===== config.mk =====
export PLATFORM = sky130hd
export DESIGN_NAME = ivl_uvm_rr_arb
export DESIGN_NICKNAME = d
export VERILOG_FILES = /design/src/rtl/ivl_uvm_arb_pkg.sv /design/src/rtl/ivl_uvm_rr_pick.sv /design/src/rtl/ivl_uvm_rr_arb.sv
export SDC_FILE = /design/constraint.sdc
export NUM_CORES = 1
export LEC_CHECK = 0
export CAP_MARGIN = 20
export CORE_ASPECT_RATIO = 0.75
export CORE_UTILIZATION = 40
export CTS_BUF_LIST = sky130_fd_sc_hd__clkbuf_16
export DETAILED_ROUTE_END_ITERATION = 7
export PLACE_DENSITY = 0.62
export SLEW_MARGIN = 15
export SYNTH_ARGS = -nofsm -noshare
export SYNTH_HDL_FRONTEND = slang
export SYNTH_SLANG_ARGS = --single-unit

===== constraint.sdc =====
create_clock -name clk -period 3.1 [get_ports clk]
set_input_delay 0.62 -clock clk [delete_from_list [all_inputs] [get_ports clk]]
set_output_delay 0.62 -clock clk [all_outputs]
set_load 0.02 [all_outputs]

===== src/rtl/ivl_uvm_arb_pkg.sv =====
// Shared types and helpers for the ivl_uvm round-robin arbiter.
//   arb_state_e : arbiter FSM state (IDLE / BUSY)
//   rr_next     : round-robin pointer increment with wrap at n-1
package ivl_uvm_arb_pkg;

    typedef enum logic {
        ARB_IDLE = 1'b0,
        ARB_BUSY = 1'b1
    } arb_state_e;

    // Next pointer after a grant to 'ptr'; wraps n-1 back to 0.
    function automatic int unsigned rr_next(input int unsigned ptr, input int unsigned n);
        return (ptr + 32'd1 >= n) ? 32'd0 : ptr + 32'd1;
    endfunction

endpackage


===== src/rtl/ivl_uvm_rr_pick.sv =====
// Combinational round-robin picker.
// Finds the first set bit of req scanning ptr, ptr+1, ..., N-1, 0, ... .
//   req    : request vector
//   ptr    : scan start position
//   onehot : one-hot winner (all-zero when no request)
//   idx    : binary index of the winner (0 when no request)
//   any    : at least one request present
module ivl_uvm_rr_pick
    import ivl_uvm_arb_pkg::*;
#(
    parameter int unsigned N = 8
) (
    input  logic [N-1:0]         req,
    input  logic [$clog2(N)-1:0] ptr,
    output logic [N-1:0]         onehot,
    output logic [$clog2(N)-1:0] idx,
    output logic                 any
);

    localparam int unsigned IW = $clog2(N);
    localparam int unsigned W2 = 2 * N;

    logic [W2-1:0] dbl;
    logic [W2-1:0] lo_mask;
    logic [W2-1:0] masked;

    // Duplicating req and masking off bits below ptr turns the wrapped scan
    // into a plain lowest-set-bit search; the upper copy supplies the wrap.
    always_comb begin
        dbl     = {req, req};
        lo_mask = (W2'(1) << ptr) - W2'(1);
        masked  = dbl & ~lo_mask;
        any     = |req;
        idx     = '0;
        for (int i = int'(W2) - 1; i >= 0; i--) begin
            if (masked[i]) begin
                idx = (i >= int'(N)) ? IW'(i - int'(N)) : IW'(i);
            end
        end
        onehot = any ? (N'(1) << idx) : '0;
    end

endmodule


===== src/rtl/ivl_uvm_rr_arb.sv =====
// Round-robin arbiter feeding the OVL checker stage.
// Grants one of N requesters for one transfer; at most one grant bit is ever
// set and wr_val/wr_done are complementary decodes of one state flop.
//   clk         : clock, rising edge
//   reset       : asynchronous, active-high
//   req         : request vector
//   xfer_last   : final beat of the granted transfer (used in BUSY only)
//   arb_gnt_vec : registered one-hot grant, zero when idle
//   gnt_idx     : index of current / last grant
//   wr_val      : grant active
//   wr_done     : idle (always ~wr_val)
//   timeout     : one-cycle pulse on a hold-limit release
module ivl_uvm_rr_arb
    import ivl_uvm_arb_pkg::*;
#(
    parameter int unsigned N        = 8,
    parameter int unsigned MAX_HOLD = 16
) (
    input  logic                 clk,
    input  logic                 reset,
    input  logic [N-1:0]         req,
    input  logic                 xfer_last,
    output logic [N-1:0]         arb_gnt_vec,
    output logic [$clog2(N)-1:0] gnt_idx,
    output logic                 wr_val,
    output logic                 wr_done,
    output logic                 timeout
);

    localparam int unsigned IW = $clog2(N);
    localparam int unsigned CW = $clog2(MAX_HOLD);

    arb_state_e     state_q, state_d;
    logic [IW-1:0]  ptr_q, ptr_d;
    logic [CW-1:0]  cnt_q, cnt_d;
    logic [N-1:0]   gnt_d;
    logic [IW-1:0]  idx_d;
    logic           timeout_d;

    logic [N-1:0]   pick_onehot;
    logic [IW-1:0]  pick_idx;
    logic           pick_any;

    ivl_uvm_rr_pick #(.N(N)) u_pick (
        .req    (req),
        .ptr    (ptr_q),
        .onehot (pick_onehot),
        .idx    (pick_idx),
        .any    (pick_any)
    );

    // State, pointer, hold counter and output registers.
    always_ff @(posedge clk or posedge reset) begin
        if (reset) begin
            state_q     <= ARB_IDLE;
            ptr_q       <= '0;
            cnt_q       <= '0;
            arb_gnt_vec <= '0;
            gnt_idx     <= '0;
            timeout     <= 1'b0;
        end else begin
            state_q     <= state_d;
            ptr_q       <= ptr_d;
            cnt_q       <= cnt_d;
            arb_gnt_vec <= gnt_d;
            gnt_idx     <= idx_d;
            timeout     <= timeout_d;
        end
    end

    // Next-state and next-output logic.
    always_comb begin
        state_d   = state_q;
        ptr_d     = ptr_q;
        cnt_d     = cnt_q;
        gnt_d     = arb_gnt_vec;
        idx_d     = gnt_idx;
        timeout_d = 1'b0;
        case (state_q)
            ARB_IDLE: begin
                if (pick_any) begin
                    state_d = ARB_BUSY;
                    gnt_d   = pick_onehot;
                    idx_d   = pick_idx;
                    ptr_d   = IW'(rr_next(32'(pick_idx), N));
                    cnt_d   = '0;
                end
            end
            ARB_BUSY: begin
                // xfer_last and withdrawal outrank the hold limit, so a
                // coincident hold-limit hit does not pulse timeout.
                if (xfer_last || !req[gnt_idx]) begin
                    state_d = ARB_IDLE;
                    gnt_d   = '0;
                end else if (cnt_q == CW'(MAX_HOLD - 1)) begin
                    state_d   = ARB_IDLE;
                    gnt_d     = '0;
                    timeout_d = 1'b1;
                end else begin
                    cnt_d = cnt_q + CW'(1);
                end
            end
            default: begin
                state_d = ARB_IDLE;
                gnt_d   = '0;
            end
        endcase
    end

    assign wr_val  = (state_q == ARB_BUSY);
    assign wr_done = (state_q == ARB_IDLE);

endmodule


# After elaboration in Yosys (flattened, before gate mapping)
# Index checks and enable logic that the tools add are counted.
totals:
  out_inout_bits: 14
  inputBits: 11
  reg_bits: 20
  elab_cells: 61
op_classes:
  bitwise: 3
  eq_ne: 5
  reduce_logical: 6
  mux: 34
  n_shift: 2
  n_addsub: 3
  magnitude_cmp: 2
ops:
  columns: ["cell", "count"]
  rows:
  - ["3-bit two-way mux", 17]
  - ["8-bit two-way mux", 3]
  - ["16-bit AND", 1]
  - ["16-bit inverter", 1]
  - ["8-bit case mux with 2 select lines", 1]
  - ["1-bit by 3-bit left shift with 16-bit output, first input constant", 1]
  - ["16-bit by 2-bit subtractor with 16-bit output, second input constant", 1]
  - ["4-bit two-way mux", 3]
  - ["4-bit case mux with 2 select lines", 1]
  - ["8-bit OR reduction", 1]
  - ["1-bit by 3-bit left shift with 8-bit output, first input constant", 1]
  - ["1-bit two-way mux", 7]
  - ["3-bit by 1-bit adder with 4-bit output, second input constant", 1]
  - ["4-bit by 1-bit adder with 4-bit output, second input constant", 1]
  - ["4-bit == test, second input constant", 1]
  - ["4-bit greater-or-equal comparator, second input constant", 1]
  - ["3-bit by 4-bit less-than comparator with 1-bit output, second input constant", 1]
  - ["2-bit != test, second input constant", 2]
  - ["2-bit AND reduction", 2]
  - ["1-bit binary-select mux with 3-bit select", 1]
  - ["3-bit by 1-bit != test with 1-bit output, second input constant", 1]
  - ["3-bit AND reduction", 1]
  - ["2-bit by 1-bit != test with 1-bit output, second input constant", 1]
  - ["1-bit case mux with 2 select lines", 1]
  - ["3 further kinds", 3]

# Logic depth before layout (Yosys ltp)
depth:
  ltp_word: 23
  mapped_depth: 14
  mapped_depth_nobuf: 12

# Hierarchy
# Synthesis repeated with hierarchy kept, for this count alone.
unflattened:
  cells_unflattened: 196
  hier_area_um2: 1597.8
modules_own_cells:
  columns: ["module", "cells_per_inst", "area_each_um2", "seq_area_each_um2", "instances"]
  rows:
  - ["ivl_uvm_rr_arb", 101, 1031.0, 500.5, 1]
  - ["ivl_uvm_rr_pick", 95, 566.8, 0.0, 1]

# Worst setup path before layout
# OpenSTA, ideal clock, no wires.
synth_timing:
  path_type: "register to register"
  start: "register ptr_q[2]"
  end: "register ptr_q[2]"
  synth_period_minus_slack_ps: 3034
  t_arrival_ps: 2938
  required_ps: 3004
  path_slack_ps: 66
  n_path_buf: 2
  setup_ps: 96
  path_stages_with_launch: 15
  cell_sequence: "dfrtp_1 > buf_2 > nor2_1 > nand2_1 > ha_1 > buf_6 > or3b_4 > a211o_1 > a221oi_2 > o21bai_1 > a21bo_2 > inv_1 > ha_1 > ha_1 > o31ai_1"
synth_via:
  elab_chain_len: 23
synth_lines:
  columns: ["element", "line", "rtl"]
  rows:
  - ["from (decl)", "ivl_uvm_rr_arb.sv:34", "logic [IW-1:0] ptr_q, ptr_d;"]
  - ["from (signal assigned)", "ivl_uvm_rr_arb.sv:63", "ptr_q <= ptr_d;"]
  - ["1-bit by 3-bit left shift with 16-bit output (*)", "ivl_uvm_rr_pick.sv:31", "lo_mask = (W2'(1) << ptr) - W2'(1);"]
  - ["16-bit by 2-bit subtractor with 16-bit output (*)", "ivl_uvm_rr_pick.sv:31", null]
  - ["16-bit inverter (*)", "ivl_uvm_rr_pick.sv:32", "masked = dbl & ~lo_mask;"]
  - ["16-bit AND (*)", "ivl_uvm_rr_pick.sv:32", null]
  - ["3-bit two-way mux (15 in a row)", "ivl_uvm_rr_pick.sv:36", "if (masked[i]) begin"]
  - ["3-bit two-way mux (*)", "ivl_uvm_rr_pick.sv:36", null]
  - ["via pick_idx[1]", "ivl_uvm_rr_arb.sv:41", "logic [IW-1:0] pick_idx;"]
  - ["3-bit by 1-bit adder with 4-bit output (*)", "ivl_uvm_arb_pkg.sv:13", "return (ptr + 32'd1 >= n) ? 32'd0 : ptr + 32'd1;"]
  - ["4-bit greater-or-equal comparator", "ivl_uvm_arb_pkg.sv:13", null]
  - ["3-bit two-way mux (*)", "ivl_uvm_arb_pkg.sv:13", null]
# Mark *: on every way through the listed nets, which the timed path passes. The rest lies on a longest branch.
# A chain may end at the register's enable or synchronous reset.

# Final worst setup path
layout_timing:
  start: "register ptr_q[1]"
  end: "register ptr_q[2]"
# The elaborated chain is that of the path after synthesis.

==> impl_metrics.csv <==
group,metric,value,unit
pwr,p_sw_share,43.1,%
floorplan,floorplan.rows,18,
sta,slew_viol_final,0,
floorplan,die_h,53.6,um
critical_path,critical_path.reg2reg.endpoint,"ptr_q[2]",
routing,detailroute.via_count,1424,
cells_and_area,num_antenna_cells,0,
sta,clock-skew-final,0.00142,ns
status,status,"finished, final reports clean",
pwr,ir_drop_worst_case_vdd,0.597,mV
critical_path,worst_ep_required_time,3.26,ns
pwr,totalPowerFinal,2.17,mW
global_routing,grt_pass1_wl,6110,um
clock_network,clock_path_buffers,2,
placed_design,placement.cell_area,0.00185,mm^2
routing,first_iter_violations,118,
routing,drt_pre_antenna_iters,7,
routing,top_layer,"met4",
clock_network,clkSlewWorstSetupHoldPaths,0.05,ns
global_routing,initial_antenna_violation_count,0,
critical_path,timing_worst_setup_path_type,"reg -> reg",
clock_network,cts_buffers,3,
worst_hold_path,min_delay_src,"arb_gnt_vec[2]",
routing,detail_route.wirelength.met1,1870,um
cells_and_area,final_core_util,59.3,%
routing,avgViaCountPerCell,5.91,
synthesis,synth_edf_count,0,
synthesis,ys_async_sr_fraction,100,%
clock_network,cts_num_sinks,20,
routing,wl_met3,326,um
synthesis,ys_dominant_reg_cell,"dfrtp_1",
critical_path,arrival,3.08,ns
critical_path,worst_setup_path_start_kind,"flip-flop",
worst_hold_path,hold_path_class,"reg -> reg",
placed_design,numPortBuffers,24,
synthesis,post_synth_and_or_nand_nor_area_fraction,15.9,%
sta,max-slew-margin-rel,50.4,%
pwr,power_switching,0.933,mW
routing,routed-wl-met2,1610,um
cells_and_area,layout_common_cells,"28 x buf_4, 24 x clkdlybuf4s50_1, 19 x dfrtp_1",
floorplan,ios,25,
cells_and_area,area_delta_synth_final,38.9,%
sta,whs,0.488,ns
synthesis,synth.area.mux_share,4.66,%
floorplan,floorplan.initialDensity,42.7,%
synthesis,combinational_family_with_the_most_area_after_synthesis,"compound AO/OA/AOI/OAI gates",
global_routing,pin_count_of_the_biggest_net_entering_global_routing,21,
clock_network,cts_hold_buf,0,
synthesis,synth.net_count,171,
clock_network,tritoncts,"done",
cells_and_area,post_layout_nonfiller_instances,241,
critical_path,critical_path.endpoint_type,"flip-flop",
worst_hold_path,min_delay_worst_endpoint,"arb_gnt_vec[2]",
floorplan,die-area,0.00380,mm^2
placed_design,place_ws,0.0432,ns
critical_path,critical_path.startpoint,"ptr_q[1]",
pwr,power_frac_clock,12.2,%
synthesis,synth-seq-area-share,35.2,%
cells_and_area,layout-drive-gt1-share,23.4,%
pwr,pwr_density_cell,1100,mW/mm^2
placed_design,place.gp.congestion,0.955,
synthesis,yosys_warnings,0,
pwr,static-leakage-power,0.880,nW
sta,layout_worst_path_cycle_share,94.5,%
synthesis,post_synthesis_compound_gate_area_fraction,30.3,%
sta,grt_setup_unrepaired,"false",
cells_and_area,finalNetCount,221,
synthesis,synth.ff_latch_count,20,
clock_network,cts_root_buf,"clkbuf_16",
job,max_cap_violation_count,0,
global_routing,global_route.overflow_total,0,
routing,detail-route-antenna-nets,0,
synthesis,yosys.cell_types.count,48,
critical_path,worst-r2r-cell-count,14,
sta,setup_ws,0.172,ns
critical_path,cp_max_fo,9,
critical_path,worst_case_register_to_register_setup_slack,0.17,ns
synthesis,synthesized_instance_count,152,
sta,post-route-min-period,2.93,ns
sta,fmax,0.342,GHz
floorplan,core_region_area,0.00333,mm^2
clock_network,number_of_levels_in_the_clock_h_tree,1,
sta,setup_total_negative_slack,0,ns
sta,setup_violations,0,
synthesis,synth_xor_xnor_area_share,0.616,%
placed_design,place_hpwl,2960,um
routing,routed_wirelength,3820,um
placed_design,dp_cells,233,
sta,worst_pin_slew,0.743,ns
cells_and_area,mostFrequentLayoutCell,"buf_4",
sta,final-hold-violation-count,0,
critical_path,r2r_start,"ptr_q[1]",
synthesis,post_synth.cell_area_avg,9.36,um^2
clock_network,clk-insertion-delay-late,0.25,ns
routing,drc_viols,0,
cells_and_area,finish.instance_area,0.00198,mm^2
worst_hold_path,hold-path-cell-count,1,
pwr,cellInternalPower,1.23,mW
synthesis,post_synth_fa_ha_maj_area_fraction,7.04,%
pwr,p_seq_share,20.4,%
global_routing,via_count_of_the_first_global_routing_pass,1326,
synthesis,syn_area,0.00142,mm^2
pwr,comb_power_share,67.5,%
global_routing,track_usage,21.3,%
routing,route.detailed.wl_per_inst,15.8,um
floorplan,die_x,70.9,um
## state kept, by name, summed over array words and instances (netlist names)
| signal | count |
|---|---|
| ptr_q | 3 |
| gnt_idx | 3 |
| timeout | 1 |
| wr_val | 1 |
| cnt_q | 4 |
| arb_gnt_vec | 8 |
## cell usage after synthesis (4+ instances only)
cell type,number,area (um^2)
a21oi_1,12,60.1
nand3_1,7,35.0
dfrtp_1,20,500
o31ai_1,4,30.0
nor2_1,9,33.8
ha_1,8,100
inv_1,12,45.0
nand2b_1,5,31.3
o21ai_0,6,30.0
nand2_1,12,45.0
a32o_1,4,40.0
buf_2,4,20.0
## kinds of logic (layout without fill, tap and decap cells)
kind of cell,count (synthesis),after routing
compound gates,54,54
xor+xnor,1,1
fa+ha+maj,8,8
buf+inv,20,69
flops,20,20
mux,4,4
simple gates,45,45
## cell type report
type                            instances  area (um^2)
Tap cell                               40         50.0
Fill cell                             295         1360
Clock buffer                            3         75.1
Sequential cell                        20          502
Timing Repair Buffer                   52          450
Inverter                               13         51.3
Clock inverter                          1         3.75
Multi-Input combinational cell        112          843
## critical path: stages (launching register included)
cell and delay [ns]:
dfrtp_1 0.40, nor2_4 0.15, nand2_1 0.07, ha_1 0.24, buf_4 0.15, buf_4 0.16, nor3_1 0.25, a21o_1 0.12
a21oi_1 0.06, a221o_1 0.29, a21oi_1 0.15, buf_4 0.15, ha_1 0.17, ha_1 0.23, o31ai_1 0.23
## timing repair
item	CTS	global route
endpoints found under the setup margin	0	3
buffers inserted	0	4
gates resized for setup	0	4
## power by group through the flow
| stage | logic (mW) | clock network [mW] | registers (mW) |
|---|---|---|---|
| finish | 1.46 | 0.263 | 0.441 |
| detailed placement | 1.37 | 0 | 0.438 |
| floorplan | 0.798 | 0 | 0.500 |
| CTS | 1.39 | 0.270 | 0.434 |
| global route | 1.59 | 0.283 | 0.455 |
| global placement | 1.36 | 0 | 0.438 |
## how the worst max path moves through the flow
stage,end,cells past startpoint
global placement,ptr_q[2],10
detailed placement,ptr_q[2],10
finish,ptr_q[2],14
global route,ptr_q[2],13
CTS,ptr_q[2],13
floorplan,ptr_q[2],14
## routing by layer
| layer | global-route usage, % | up-vias |
|---|---|---|
| met1 | 29.8 | 696 |
| li1 | - | 671 |
| met5 | 0 | - |
| met4 | 3.00 | 0 |
| met2 | 32.9 | 55 |
| met3 | 7.12 | 2 |
(Power assumes the default switching activity.)
